## src/rtl/master_request_router_if.sv

```systemverilog
// Handshake bundle between one master, its request router and the per-slave arbiters.
interface master_request_router_if #(
  parameter int QTY_OF_DEVICES = 4
);
  localparam int ADDR_W = $clog2(QTY_OF_DEVICES);

  logic [ADDR_W-1:0]         address;
  logic                      request_from_master;
  logic [QTY_OF_DEVICES-1:0] grant_from_arbiters;
  logic [QTY_OF_DEVICES-1:0] request_to_arbiters;
  logic                      ack_to_master;
  logic                      busy;
  logic                      error;

  // Master side drives the request, address and arbiter grants; the router answers.
  modport master (
    output address, request_from_master, grant_from_arbiters,
    input  request_to_arbiters, ack_to_master, busy, error
  );

  modport slave (
    input  address, request_from_master, grant_from_arbiters,
    output request_to_arbiters, ack_to_master, busy, error
  );
endinterface

```

## src/rtl/master_request_router.sv

```systemverilog
// Per-master router: decodes address to a one-hot arbiter request, holds it until granted, locks the target.
// Optional REQ_ROUTER_TIMEOUT_EN aborts a request left ungranted for TIMEOUT_CYCLES.
module master_request_router #(
  parameter int QTY_OF_DEVICES = 4,
  parameter int TIMEOUT_CYCLES = 15
) (
  input logic                    clk,
  input logic                    rst,
  master_request_router_if.slave bus
);
  localparam int ADDR_W = $clog2(QTY_OF_DEVICES);

  typedef enum logic [1:0] {IDLE, REQ, GRANT, ERR} state_t;

  state_t                    state;
  logic [ADDR_W-1:0]         target;
  logic [QTY_OF_DEVICES-1:0] req_vec;
  logic                      ack;
  logic                      busy_q;
  logic                      error_q;

  logic                      addr_ok;
  logic                      grant_tgt;
  logic [QTY_OF_DEVICES-1:0] addr_onehot;

  // Widen before comparing so non-power-of-two device counts decode correctly.
  assign addr_ok     = (32'(bus.address) < 32'(QTY_OF_DEVICES));
  assign grant_tgt   = bus.grant_from_arbiters[target];
  assign addr_onehot = {{(QTY_OF_DEVICES-1){1'b0}}, 1'b1} << bus.address;

`ifdef REQ_ROUTER_TIMEOUT_EN
  localparam int CNT_W = $clog2(TIMEOUT_CYCLES + 1);
  logic [CNT_W-1:0] wait_cnt;
`endif

  always_ff @(posedge clk) begin
    if (rst) begin
      state   <= IDLE;
      target  <= '0;
      req_vec <= '0;
      ack     <= 1'b0;
      busy_q  <= 1'b0;
      error_q <= 1'b0;
`ifdef REQ_ROUTER_TIMEOUT_EN
      wait_cnt <= '0;
`endif
    end else begin
      case (state)
        IDLE: begin
          if (bus.request_from_master) begin
            busy_q <= 1'b1;
            if (addr_ok) begin
              state   <= REQ;
              target  <= bus.address;
              req_vec <= addr_onehot;
`ifdef REQ_ROUTER_TIMEOUT_EN
              wait_cnt <= '0;
`endif
            end else begin
              state   <= ERR;
              error_q <= 1'b1;
            end
          end
        end
        REQ: begin
          // Master drop takes priority over a grant arriving in the same cycle.
          if (!bus.request_from_master) begin
            state   <= IDLE;
            req_vec <= '0;
            ack     <= 1'b0;
            busy_q  <= 1'b0;
          end else if (grant_tgt) begin
            state <= GRANT;
            ack   <= 1'b1;
          end
`ifdef REQ_ROUTER_TIMEOUT_EN
          else if (wait_cnt == CNT_W'(TIMEOUT_CYCLES)) begin
            state   <= ERR;
            req_vec <= '0;
            error_q <= 1'b1;
          end else begin
            wait_cnt <= wait_cnt + 1'b1;
          end
`endif
        end
        GRANT: begin
          if (!bus.request_from_master) begin
            state   <= IDLE;
            req_vec <= '0;
            ack     <= 1'b0;
            busy_q  <= 1'b0;
          end else if (!grant_tgt) begin
            state <= REQ;
            ack   <= 1'b0;
`ifdef REQ_ROUTER_TIMEOUT_EN
            wait_cnt <= '0;
`endif
          end
        end
        ERR: begin
          if (!bus.request_from_master) begin
            state   <= IDLE;
            error_q <= 1'b0;
            busy_q  <= 1'b0;
          end
        end
        default: begin
          state   <= IDLE;
          req_vec <= '0;
          ack     <= 1'b0;
          busy_q  <= 1'b0;
          error_q <= 1'b0;
        end
      endcase
    end
  end

  assign bus.request_to_arbiters = req_vec;
  assign bus.ack_to_master       = ack;
  assign bus.busy                = busy_q;
  assign bus.error               = error_q;
endmodule
```

## src/flat_wrapper.sv

```systemverilog
// flat-port wrapper written by rule: the top's interface ports become plain ports
module master_request_router_flat 
#(
  parameter int QTY_OF_DEVICES = 4,
  parameter int TIMEOUT_CYCLES = 15
)
  (clk, rst, bus_address, bus_request_from_master, bus_grant_from_arbiters, bus_request_to_arbiters, bus_ack_to_master, bus_busy, bus_error);
  master_request_router_if #(.QTY_OF_DEVICES(QTY_OF_DEVICES)) bus_i ();
  input logic clk;
  input logic rst;
  input wire logic [$bits(bus_i.address)-1:0] bus_address;
  input wire logic [$bits(bus_i.request_from_master)-1:0] bus_request_from_master;
  input wire logic [$bits(bus_i.grant_from_arbiters)-1:0] bus_grant_from_arbiters;
  output wire logic [$bits(bus_i.request_to_arbiters)-1:0] bus_request_to_arbiters;
  output wire logic [$bits(bus_i.ack_to_master)-1:0] bus_ack_to_master;
  output wire logic [$bits(bus_i.busy)-1:0] bus_busy;
  output wire logic [$bits(bus_i.error)-1:0] bus_error;
  assign bus_i.address = bus_address;
  assign bus_i.request_from_master = bus_request_from_master;
  assign bus_i.grant_from_arbiters = bus_grant_from_arbiters;
  assign bus_request_to_arbiters = bus_i.request_to_arbiters;
  assign bus_ack_to_master = bus_i.ack_to_master;
  assign bus_busy = bus_i.busy;
  assign bus_error = bus_i.error;
  master_request_router #(.QTY_OF_DEVICES(QTY_OF_DEVICES), .TIMEOUT_CYCLES(TIMEOUT_CYCLES)) u_core (.clk(clk), .rst(rst), .bus(bus_i));
endmodule
```

## config.mk

```make
export PLATFORM = sky130hd
export DESIGN_NAME = master_request_router_flat
export DESIGN_NICKNAME = d
export VERILOG_FILES = /design/src/rtl/master_request_router_if.sv /design/src/rtl/master_request_router.sv /design/src/flat_wrapper.sv
export SDC_FILE = /design/constraint.sdc
export NUM_CORES = 1
export LEC_CHECK = 0
export CORE_MARGIN = 2
export CORE_UTILIZATION = 40
export CTS_BUF_LIST = sky130_fd_sc_hd__clkbuf_4
export CTS_CLUSTER_DIAMETER = 50
export DETAILED_ROUTE_END_ITERATION = 10
export PLACE_DENSITY = 0.75
export SLEW_MARGIN = 10
export SYNTH_ARGS = -nofsm -noshare
export SYNTH_HDL_FRONTEND = slang
export SYNTH_SLANG_ARGS = --single-unit
```

## constraint.sdc

```tcl
create_clock -name clk -period 2.2 [get_ports clk]
set_clock_uncertainty 0.05 [all_clocks]
set_input_delay 0.55 -clock clk [delete_from_list [all_inputs] [get_ports clk]]
set_output_delay 0.55 -clock clk [all_outputs]
set_load 0.005 [all_outputs]
```

==> impl_metrics.toml <==
[outcome]
status = "finished, final reports clean"

[critical_path]
required_ns = 2.31
cp_max_fo = 3
slowest_delay_ns = 0.49
cp_top_family = "multiplexers"
worst_r2r_path_depth = 4
critPathSlowestCell = "mux4_2"
cp-start-kind = "input pin"
path_depth = 5
cp_cell_sequence = "clkdlybuf4s50_1 -> mux4_2 -> nor2_1 -> nand4bb_1 -> mux2_2"
arrival_ns = 2.10
path_buf_inv = 1
end_kind = "flip-flop"
critPathKind = "input pin to flip-flop"

[floorplan]
core_area_sq_um = 1285
rows = 13
pin_count = 16
die_w_um = 40.80
die_h_um = 40.80
start_util = 0.4216
dieArea_sq_um = 1665

[power_and_ir_drop]
powerDensity_nw_per_um2 = 614.9
power.total_mw = 0.4370
ir_worst_vdd_v = 0.0003510
p_leak_nw = 0.2732

[hold_path]
hold-path-cell-count = 2
min_path_type = "flip-flop to flip-flop"

[clock_tree]
post_cts_buffers = 0
clk_latency_ns = 0.26
numCtsBuffers = 3
cts-resized-gates = 0
cts_hold_buf = 0
clockBufferDepth = 2
cts_htree_levels = 1
cts-root-buf = "clkbuf_4"
path_clk_slew_ns = 0.06
cts_tree = "built"
clock-sinks = 10

[global_route]
grt_pass1_wl_mm = 1.642
grt_pass1_vias = 419
grt_overflow = 0
grt_max_degree = 12
antenna_found_initial = 0
grt.total_usage = 0.1599

[synthesis]
synth_mux_area_frac = 0.06236
synthArstFlopShare = 0
synth_simple_gate_area_share = 0.2240
post-synth-top-count-cell = "dfxtp_1"
netlist_instances = 62
synth_warnings = 0
yosysTopAreaCell = "dfxtp_1"
ys_top_cells_by_count = "10 x dfxtp_1, 6 x nand2_1, 6 x nor2_1"
synth_flop_cell = "dfxtp_1"
ys_types = 24
synth_fa_ha_area_frac = 0.1155
synth_top_family_by_area = "simple AND/OR/NAND/NOR gates"
synth-seq-cells = 10
synth_edf_count = 0
syn_avg_cell_area_sq_um = 8.738
syn-cell-area_sq_um = 541.8
synth-seq-area-share = 0.3695
synth_nets = 76
synth_top_cell_area_share = 0.3695
synth_xor_area_frac = 0
synth_area_leaders = "dfxtp_1 37%, ha_1 12%, nor3_1 4.6%"
synth_compound_area_frac = 0.1501

[route]
drtIter0Drc = 11
firstDrtPassIters = 4
ant_nets = 0
drc = 0
wl_met2_um = 461
vias_per_cell = 5.154
totalWireLength_mm = 1.047
met3_length_um = 64
wl_met1_um = 509
vias = 469
wl_per_cell_um = 11.51
top_layer = "met4"

[place]
dp_slack_ns = -0.07504
gp_congestion = 0.7813
dpl-instance-area_sq_um = 688.2
port_buffers = 14
place_hpwl_um = 776.1

[layout]
area_growth_pct = 31.18
fin_area_sq_um = 710.7
antenna_cells = 0
drive_gt1_frac = 0.09211
final_nets = 92

[timing]
fin_crit_sh = 0.9069
whs_ns = 0.4136
fmax_mhz = 501.2
rsz0062_at_grt = "false"
hold_violations = 0
final.min_clock_period_ns = 1.995
fin_tns_setup_ns = 0
slew_violations = 0
fin_ws_ns = 0.2048
setup_violations = 0

[flow_run]
drv_cap = 0
## per-layer routing
layer,vias up,GRT usage
met3,2,0.06522
met4,0,0.1250
met5,-,0
met1,212,0.1842
met2,13,0.2305
li1,242,-
## path summary, 6_finish.rpt
| kind | start | endpoint | slack [ns] |
|---|---|---|---|
| worst max-delay path | bus_grant_from_arbiters[3] | u_core.state[1]$_SDFFE_PP0P_ | 0.20 |
| worst min-delay path | u_core.target[1]$_SDFFE_PP0P_ | u_core.target[1]$_SDFFE_PP0P_ | 0.41 |
| worst max register to register | u_core.target[0]$_SDFFE_PP0P_ | u_core.state[1]$_SDFFE_PP0P_ | 0.49 |
| worst min register to register | u_core.target[1]$_SDFFE_PP0P_ | u_core.target[1]$_SDFFE_PP0P_ | 0.41 |
## power breakdown
part           internal, mW  switching (mW)
Sequential            0.195         0.00786
Clock                0.0632          0.0608
Combinational        0.0583          0.0519
## worst reg2reg max path, stage by stage, from the launching register on
cell       delay [ns]
dfxtp_1          0.35
mux4_2           0.53
nor2_1           0.13
nand4bb_1        0.19
mux2_2           0.35
## cells in the final DEF, fill, tap and decap left out
cell             netlist  layout
mux4_2                 1       1
a32oi_1                2       2
a2111oi_2              1       1
ha_1                   5       5
or3b_1                 1       1
a21oi_1                4       4
dfxtp_1               10      10
nand3_1                2       2
mux2_2                 1       1
nand2_1                6       6
clkbuf_4               0       3
nor3_1                 5       5
nand2b_1               1       1
o21ai_0                1       1
inv_1                  5       5
nor4_1                 1       1
clkdlybuf4s50_1        0      14
nand4bb_1              1       1
a221oi_1               1       1
buf_4                  1       1
a22oi_1                2       2
conb_1                 1       1
nor2_1                 6       6
and3b_1                1       1
## flip-flops by register name, indices dropped and copies added, names as in the netlist
register,cells
u_core.bus.request_to_arbiters,4
u_core.state,2
u_core.bus.busy,1
u_core.target,2
u_core.bus.ack_to_master,1
## area by class of cell
cell class,instances,area [sq um]
clock buffers,3,22.52
inverters,5,18.77
repair buffers,15,147.6
flip-flops and latches,10,200.2
well taps,15,18.77
fillers,123,574.3
multi-input cells,43,302.8
## metrics by stage
step | instances | utilization
floorplan | 62 | -
global placement | 88 | 0.5355
detailed placement | 88 | 0.5355
CTS | 91 | 0.5531
global route | 91 | 0.5531
finish | 91 | 0.5531
## cell families after synthesis
| group | Yosys count |
|---|---|
| adders and majority gates | 5 |
| AOI/OAI and AO/OA | 11 |
| DFF | 10 |
| muxes | 2 |
| buffers and inverters | 9 |
| other | 1 |
| and+or+nand+nor | 24 |
No activity file was read; power rests on OpenSTA's default activity.
